===== src/rtl/push_crc_engine.sv =====
// Two-segment push CRC-16 engine: accepts len_a then len_b bytes after start,
// folding each accepted byte MSB-first into a CRC register, then publishes the result.
module push_crc_engine #(
    parameter logic [15:0] POLY   = 16'h1021,
    parameter logic [15:0] INIT   = 16'hFFFF,
    parameter logic [15:0] XOROUT = 16'h0000
) (
    input  logic        clk,
    input  logic        rstn,
    input  logic        start,
    input  logic [3:0]  len_a,
    input  logic [3:0]  len_b,
    input  logic        in_valid,
    input  logic [7:0]  in_data,
    output logic        in_ready,
    output logic        push_a_done,
    output logic        push_b_done,
    output logic        crc_done,
    output logic [15:0] crc_out,
    output logic        busy
);

    typedef enum logic [1:0] {StIdle, StPushA, StPushB, StCrc} state_e;

    state_e      state_q, state_d;
    logic [3:0]  count_q, count_d;
    logic [3:0]  len_a_q, len_a_d;
    logic [3:0]  len_b_q, len_b_d;
    logic [15:0] crc_q, crc_d;
    logic [15:0] crc_out_q, crc_out_d;
    logic        push_a_done_q, push_a_done_d;
    logic        push_b_done_q, push_b_done_d;
    logic        crc_done_q, crc_done_d;

    logic        xfer;
    logic [3:0]  count_inc;

    function automatic logic [15:0] crc_byte(input logic [15:0] crc_in, input logic [7:0] data);
        logic [15:0] c;
        logic        fb;
        c = crc_in;
        for (int i = 7; i >= 0; i--) begin
            fb = c[15] ^ data[i];
            c  = {c[14:0], 1'b0} ^ (fb ? POLY : 16'h0000);
        end
        return c;
    endfunction

    always_comb begin
        in_ready = 1'b0;
        unique case (state_q)
            StPushA: in_ready = (count_q < len_a_q);
            StPushB: in_ready = (count_q < len_b_q);
            default: in_ready = 1'b0;
        endcase
    end

    assign xfer      = in_valid & in_ready;
    assign count_inc = count_q + 4'd1;

    always_comb begin
        state_d       = state_q;
        count_d       = count_q;
        len_a_d       = len_a_q;
        len_b_d       = len_b_q;
        crc_d         = crc_q;
        crc_out_d     = crc_out_q;
        push_a_done_d = 1'b0;
        push_b_done_d = 1'b0;
        crc_done_d    = 1'b0;

        unique case (state_q)
            StIdle: begin
                if (start) begin
                    state_d = StPushA;
                    len_a_d = len_a;
                    len_b_d = len_b;
                    crc_d   = INIT;
                    count_d = 4'd0;
                end
            end
            StPushA: begin
                if (xfer) begin
                    crc_d   = crc_byte(crc_q, in_data);
                    count_d = count_inc;
                end
                // Leave on the edge of the final transfer, or at once for an empty segment.
                if ((count_q == len_a_q) || (xfer && (count_inc == len_a_q))) begin
                    state_d       = StPushB;
                    count_d       = 4'd0;
                    push_a_done_d = 1'b1;
                end
            end
            StPushB: begin
                if (xfer) begin
                    crc_d   = crc_byte(crc_q, in_data);
                    count_d = count_inc;
                end
                if ((count_q == len_b_q) || (xfer && (count_inc == len_b_q))) begin
                    state_d       = StCrc;
                    push_b_done_d = 1'b1;
                end
            end
            StCrc: begin
                state_d    = StIdle;
                crc_out_d  = crc_q ^ XOROUT;
                crc_done_d = 1'b1;
            end
            default: state_d = StIdle;
        endcase
    end

    always_ff @(posedge clk or negedge rstn) begin
        if (!rstn) begin
            state_q       <= StIdle;
            count_q       <= 4'd0;
            len_a_q       <= 4'd0;
            len_b_q       <= 4'd0;
            crc_q         <= INIT;
            crc_out_q     <= 16'h0000;
            push_a_done_q <= 1'b0;
            push_b_done_q <= 1'b0;
            crc_done_q    <= 1'b0;
        end else begin
            state_q       <= state_d;
            count_q       <= count_d;
            len_a_q       <= len_a_d;
            len_b_q       <= len_b_d;
            crc_q         <= crc_d;
            crc_out_q     <= crc_out_d;
            push_a_done_q <= push_a_done_d;
            push_b_done_q <= push_b_done_d;
            crc_done_q    <= crc_done_d;
        end
    end

    assign push_a_done = push_a_done_q;
    assign push_b_done = push_b_done_q;
    assign crc_done    = crc_done_q;
    assign crc_out     = crc_out_q;
    assign busy        = (state_q != StIdle);

endmodule


===== config.mk =====
export PLATFORM = sky130hd
export DESIGN_NAME = push_crc_engine
export DESIGN_NICKNAME = d
export VERILOG_FILES = /design/src/rtl/push_crc_engine.sv
export SDC_FILE = /design/constraint.sdc
export NUM_CORES = 1
export LEC_CHECK = 0
export CAP_MARGIN = 20
export CORE_UTILIZATION = 45
export CTS_CLUSTER_DIAMETER = 150
export DETAILED_ROUTE_END_ITERATION = 16
export PLACE_DENSITY = 0.69
export SYNTH_ARGS = -nofsm -noshare
export SYNTH_HDL_FRONTEND = slang
export SYNTH_SLANG_ARGS = --single-unit
export TNS_END_PERCENT = 100

===== constraint.sdc =====
create_clock -name clk -period 2.41 [get_ports clk]
set_clock_uncertainty 0.15 [all_clocks]
set_input_delay 0.6025 -clock clk [delete_from_list [all_inputs] [get_ports clk]]
set_output_delay 0.6025 -clock clk [all_outputs]
set_load 0.01 [all_outputs]

==> summary.md, run 1 <==
| Metric | Value |
|---|---|
| Clock Power Share | `10.8%` |
| Clk root buf | `clkbuf_8` |
| Pwr Total | `5.431 mW` |
| H-tree depth | `2` |
| Leakage | `around 1.6 nW` |
| Gp weighted congestion | `about 0.85` |
| Utilization after layout | `62.99%` |
| Clk pin slew, worst setup/hold paths | `0.09 ns` |
| Synthesized net count | `approximately 260` |
| Starting Density | `46.74%` |
| Clock buffer depth | `2` |
| CP startpoint kind | `flip-flop` |
| Area grow syn2layout | `34.76%` |
| Class of the most critical setup path | `reg2out` |
| FILL cells | `448` |
| Top cell type's share of synthesized area | `approximately a third` |
| Core Region | `5507 µm²` |
| Sequential share of the synthesized area | `about 48%` |
| Pint | `roughly 3.4 mW` |
| DR vias/cell | `between 5 and 6` |
| FP Rows | `27` |
| Worst reg2reg path depth | `8` |
| Net Sw Power | `around 2.0 mW` |
| # setup viols final | `1` |
| Max Clk Rate | `about 400 MHz` |
| Comb pwr share | `59.6%` |
| Synth cell types | `33` |
| Multi-input logic area | `around 1300 µm²` |
| #FFs+latches synth | `49` |
| Final net count | `approximately 330` |
| Setup TNS | `-0.1074 ns` |
| Top cells by area, synth | `dfrtp_1, dfstp_2, mux2_2` |
| Wire per inst | `roughly 14 µm` |
| Violated checks | `negative setup slack` |
| Worst skew pair latency | `approximately 0.3 ns` |
| Reg area | `about 1200 µm²` |
| Antenna Nets Post-Route | `0` |
| Hold Slack | `~0.18 ns` |
| Syn Area/Cell | `roughly 11 µm²` |
| CP Capture Type | `primary output` |
| Largest net degree at the start of global routing | `33` |
| CP max FO | `3` |
| Ys Warns | `0` |
| GRT Resource Usage Total | `between 15 and 20%` |
| Max cap viols | `0` |
| First-pass iteration count of the detailed router | `4` |
| Max-slew violations | `0` |
| Vias in the first global route | `1778` |
| Die W | `about 78 µm` |
| Grt ovf | `0` |
| Antenna cells | `0` |
| Period minus WS final | `between 2 and 3 ns` |
| HP Class | `in2async` |
| First DRT Iteration DRCs | `between 100 and 150` |
| Post-Route WL | `between 5 and 6 mm` |
| DIE AREA | `about 6000 µm²` |
| Status | `finished, violations left` |
| Die H | `between 70 and 80 µm` |
| Post-Synthesis Cells | `between 200 and 250` |
| Cell taking the most area after synthesis | `dfrtp_1` |
| Clock sinks | `just under 50` |
| Fin. Hold Viols | `0` |
| DPL Wire Length | `between 3 and 4 mm` |
| Slew HR | `54.33%` |
| Sw Share | `between 30% and 40%` |
| CTS buffer count | `5` |
| Setup WS post-layout | `-0.1074 ns` |
| Power density cells | `1566 nW/µm²` |
| Layout cells sized above 1 | `between 30% and 40%` |
| DR vias | `approximately 1900` |
| Initial antenna violation count | `0` |
| Global-route wire length before repair | `8.542 mm` |
| Max rail drop VDD | `~0.67 mV` |
| CP Data Required Time | `between 1.5 and 2 ns` |
| Sequential share of power | `between 20 and 30%` |
| IO Pins | `41` |
| Unrepaired setup endpoints after global routing | `yes` |
| Crit path DAT | `1.76 ns` |
| Synth Cell Area | `between 2000 and 3000 µm²` |
| Drt drc | `0` |
| CTS tree | `yes` |
| Pin slew with the least headroom to its limit | `0.6850 ns` |
| Period utilisation layout | `104.5%` |
| Port-buffer cells | `40` |
[sequential cells by signal, summed over array words and instances (netlist names)]
signal       flops
len_b_q          4
state_q          2
crc_done         1
count_q          4
push_a_done      1
crc_q           16
len_a_q          4
crc_out         16
push_b_done      1
[placed cells by master, fill, tap and decap left out, drive strengths merged, types with 3 or more instances in the layout]
cell,instances
buf,31
xor2,13
nor2,10
a21o,12
a21oi,18
nand2,13
nor4b,3
clkbuf,7
inv,16
nand4,3
dfrtp,33
xnor2,19
o21ai,8
dfstp,16
ha,13
clkdlybuf4s50,37
mux2,24
[worst max-delay path, cell delays in order (launching register included)]
cell and delay (ns):
dfrtp_1 0.41, ha_1 0.29, nor2b_1 0.13, o211ai_1 0.22, nand4b_1 0.13, a21oi_1 0.15
buf_2 0.14
[synth_stat cells (all sizes together)]
master   n
nand3    2
or2      1
a21o    12
nor2b    2
o21ai    8
nand4b   2
nor2    10
mux2    24
mux2i    1
a41o     1
a22o     1
nand2   13
buf      2
o211ai   2
o22ai    1
dfrtp   33
inv     16
a32o     1
xor2    13
nor4b    3
dfstp   16
o31ai    1
xnor2   19
a21oi   18
and2     1
o22a     1
ha      13
a311oi   1
nand4    3
clkbuf   5
[per-layer routing]
metal	track usage (%)	vias up	part of all wire, %
met5	0	-	0
met4	5.094	0	0.76
met3	3.647	4	3.9
met2	26.99	48	47
met1	27.14	896	48
li1	-	919	-
[area by class of cell]
cell class	instances	area share, %
sequential	49	35.93
tap	72	2.597
multi-input combinational	154	37.95
inverter	16	1.732
clock inverter	2	1.118
clock buffer	6	2.092
timing repair buffer	70	18.58
[through the flow]
stage | worst slack (ns) | cell area, µm² | std cells
floorplan | 0.2006 | 2574 | 226
global placement | -0.1774 | 3243 | 358
detailed placement | -0.1999 | 3243 | 358
global route | -0.2343 | 3468 | 369
finish | -0.1074 | 3468 | 369
CTS | -0.1305 | 3357 | 366
[kinds of logic (layout without fill, tap and decap cells)]
group	count (synthesis)	in the layout	synth area share (%)
AO/OA/AOI/OAI	47	47	12.06
XOR/XNOR	32	32	10.89
adder cells (fa/ha/maj)	13	13	6.320
buffers and inverters	23	94	3.549
flip-flops	49	49	48.42
multiplexers	25	25	10.89
AND/OR/NAND/NOR	37	37	7.876
[what timing repair did]
| action | in CTS | in global routing |
|---|---|---|
| resized for setup | 6 | 11 |
| hold buffers | 0 | 0 |
| cloned | 0 | 1 |
| pin swaps | 4 | 7 |
| setup endpoints to repair | 3 | 20 |
| setup buffers | 0 | 3 |
[power groups by stage]
stage | registers (mW) | clock network (mW) | logic (mW)
floorplan | 1.65 | 0 | 1.89
global placement | 1.62 | 0 | 2.97
detailed placement | 1.62 | 0 | 3.02
CTS | 1.61 | 0.602 | 3.04
global route | 1.67 | 0.643 | 3.55
finish | 1.61 | 0.585 | 3.24
[path summary, 6_finish.rpt]
path	to	startpoint	slack, ns
worst max-delay path	in_ready	count_q[1]	-0.11
worst min-delay path	crc_out[0]	rstn	0.18
worst max register to register	state_q[1]	state_q[0]	0.06
worst min register to register	crc_out[4]	crc_out[4]	0.36
max in group asynchronous	count_q[3]	rstn	1.30
min in group clk	crc_out[4]	crc_out[4]	0.36
(Power assumes the default switching activity.)
==> run 2, diff against run 1 <==
--- a/config.mk
+++ b/config.mk
@@ -8,6 +8,7 @@
 export CAP_MARGIN = 20
 export CORE_UTILIZATION = 45
 export CTS_CLUSTER_DIAMETER = 150
+export CTS_CLUSTER_SIZE = 10
 export DETAILED_ROUTE_END_ITERATION = 16
 export PLACE_DENSITY = 0.69
 export SYNTH_ARGS = -nofsm -noshare
==> results of run 2 <==
Final layout, timing and power as in run 1 (identical DEF).
==> edit (settings of run 1) <==
Make the reset (`rstn`) synchronous in one clocked block.
--- a/src/rtl/push_crc_engine.sv
+++ b/src/rtl/push_crc_engine.sv
@@ -110,7 +110,7 @@
         endcase
     end
 
-    always_ff @(posedge clk or negedge rstn) begin
+    always_ff @(posedge clk) begin
         if (!rstn) begin
             state_q       <= StIdle;
             count_q       <= 4'd0;
Formal check against the unedited RTL: differs if rstn is asserted again (counterexample within 4 cycles, from zero or initial values and one cycle with rstn low); with rstn held inactive, the same outputs for 4 cycles.
==> edit against run 1 <==
The flow still finishes with violations (setup timing). Final area decreased by 0.72%. Count of clock-buffer cells in the layout increased by 1. Synthesized area increased by 1.3%. Sequential cell count unchanged. Clock power decreased by 17%. Power decreased by 36%. Worst setup slack improved by 110 ps. Register-to-register slack got worse by 30 ps. Largest power group unchanged. Routed wire length increased by 9.3%.
==> edit: results (changes against run 1) <==
HP Class=register to register (was input pin to asynchronous set/reset pin); Sum Neg Setup Slack=-2.201 ps (was -107.4 ps); # nets final=382 (was 329); final hold slack=316.4 ps (was 177.2 ps); Syn Nets=312 (was 259); register area share after synthesis=37.62% (was 48.42%); fraction of area in multi-input gates=45.53% (was 37.95%); total wire length=5745 µm (was 5255 µm); setup ws final=-2.201 ps (was -107.4 ps); Clock buf/inv share=2.507% (was 3.211%); status=finished, violations left (unchanged); number of global-route vias before repair=2144 (was 1778); vias per inst=4.981 (was 5.060); pre-CTS WS=-186.8 ps (was -199.9 ps); failing checks=setup timing (unchanged); Compound-Gate Fraction of Synth Area=9.933% (was 12.06%); DR WL/cell=13.65 µm (was 14.24 µm); Internal Pwr Total=2.150 mW (was 3.393 mW); area share of fa/ha/maj cells after synthesis=6.238% (was 6.320%); fraction of registers with async set/reset=0% (was 100.0%); setup violators final=1 (unchanged); fin util=62.15% (was 62.99%); synth top area cells=dfxtp_1 38%, mux2i_1 11%, xnor2_1 7.1%, ha_1 6.2%, nand2_1 5.9% (was dfrtp_1 32%, dfstp_2 16%, mux2_2 11%, xnor2_1 6.5%, ha_1 6.3%); share of layout cells above drive strength 1=17.48% (was 31.65%); synthesis-to-layout area growth=32.05% (was 34.76%); Initial DRC Count=66 (was 128); Multi-In Gates=205 (was 154); Lkg Pwr=1.293 nW (was 1.557 nW); reg2reg start=count_q[1]$_SDFFE_PN0P_ (was state_q[0]$_DFFE_PN0P_); Peak VDD IR=0.0005871 V (was 0.0006745 V); Sequential Area=988.4 µm² (was 1246 µm²); Post CTS Setup Buffer Count=3 (was 0); CP arrival=1660 ps (was 1760 ps)
[edit: changes by cell type after synthesis, moves of 24 or more]
| cell | delta |
|---|---|
| dfxtp_1 | +49 |
| dfrtp_1 | -33 |
| mux2_2 | -24 |
| mux2i_1 | +27 |
| nand2_1 | +28 |
[edit: layer usage]
| metal | track usage (%) | share of wire, % | up-vias |
|---|---|---|---|
| li1 | - | - | 1073 |
| met1 | 24.89 | 46 | 980 |
| met2 | 34.39 | 49 | 33 |
| met3 | 2.907 | 3.0 | 11 |
| met4 | 8.704 | 2.4 | 0 |
| met5 | 0 | 0 | - |
[edit: worst max-delay path, stage by stage (launching register included)]
cell and delay, ps:
dfxtp_4 380, ha_4 230, nor2b_1 120, o211ai_1 210
nand4b_1 130, a21boi_1 150, buf_2 140
[edit: cells by family after synthesis]
kind of cell,after synthesis
buffers and inverters,25
AND/OR/NAND/NOR,97
XOR/XNOR,33
multiplexers,28
flip-flops,49
adder cells (fa/ha/maj),13
AO/OA/AOI/OAI,34
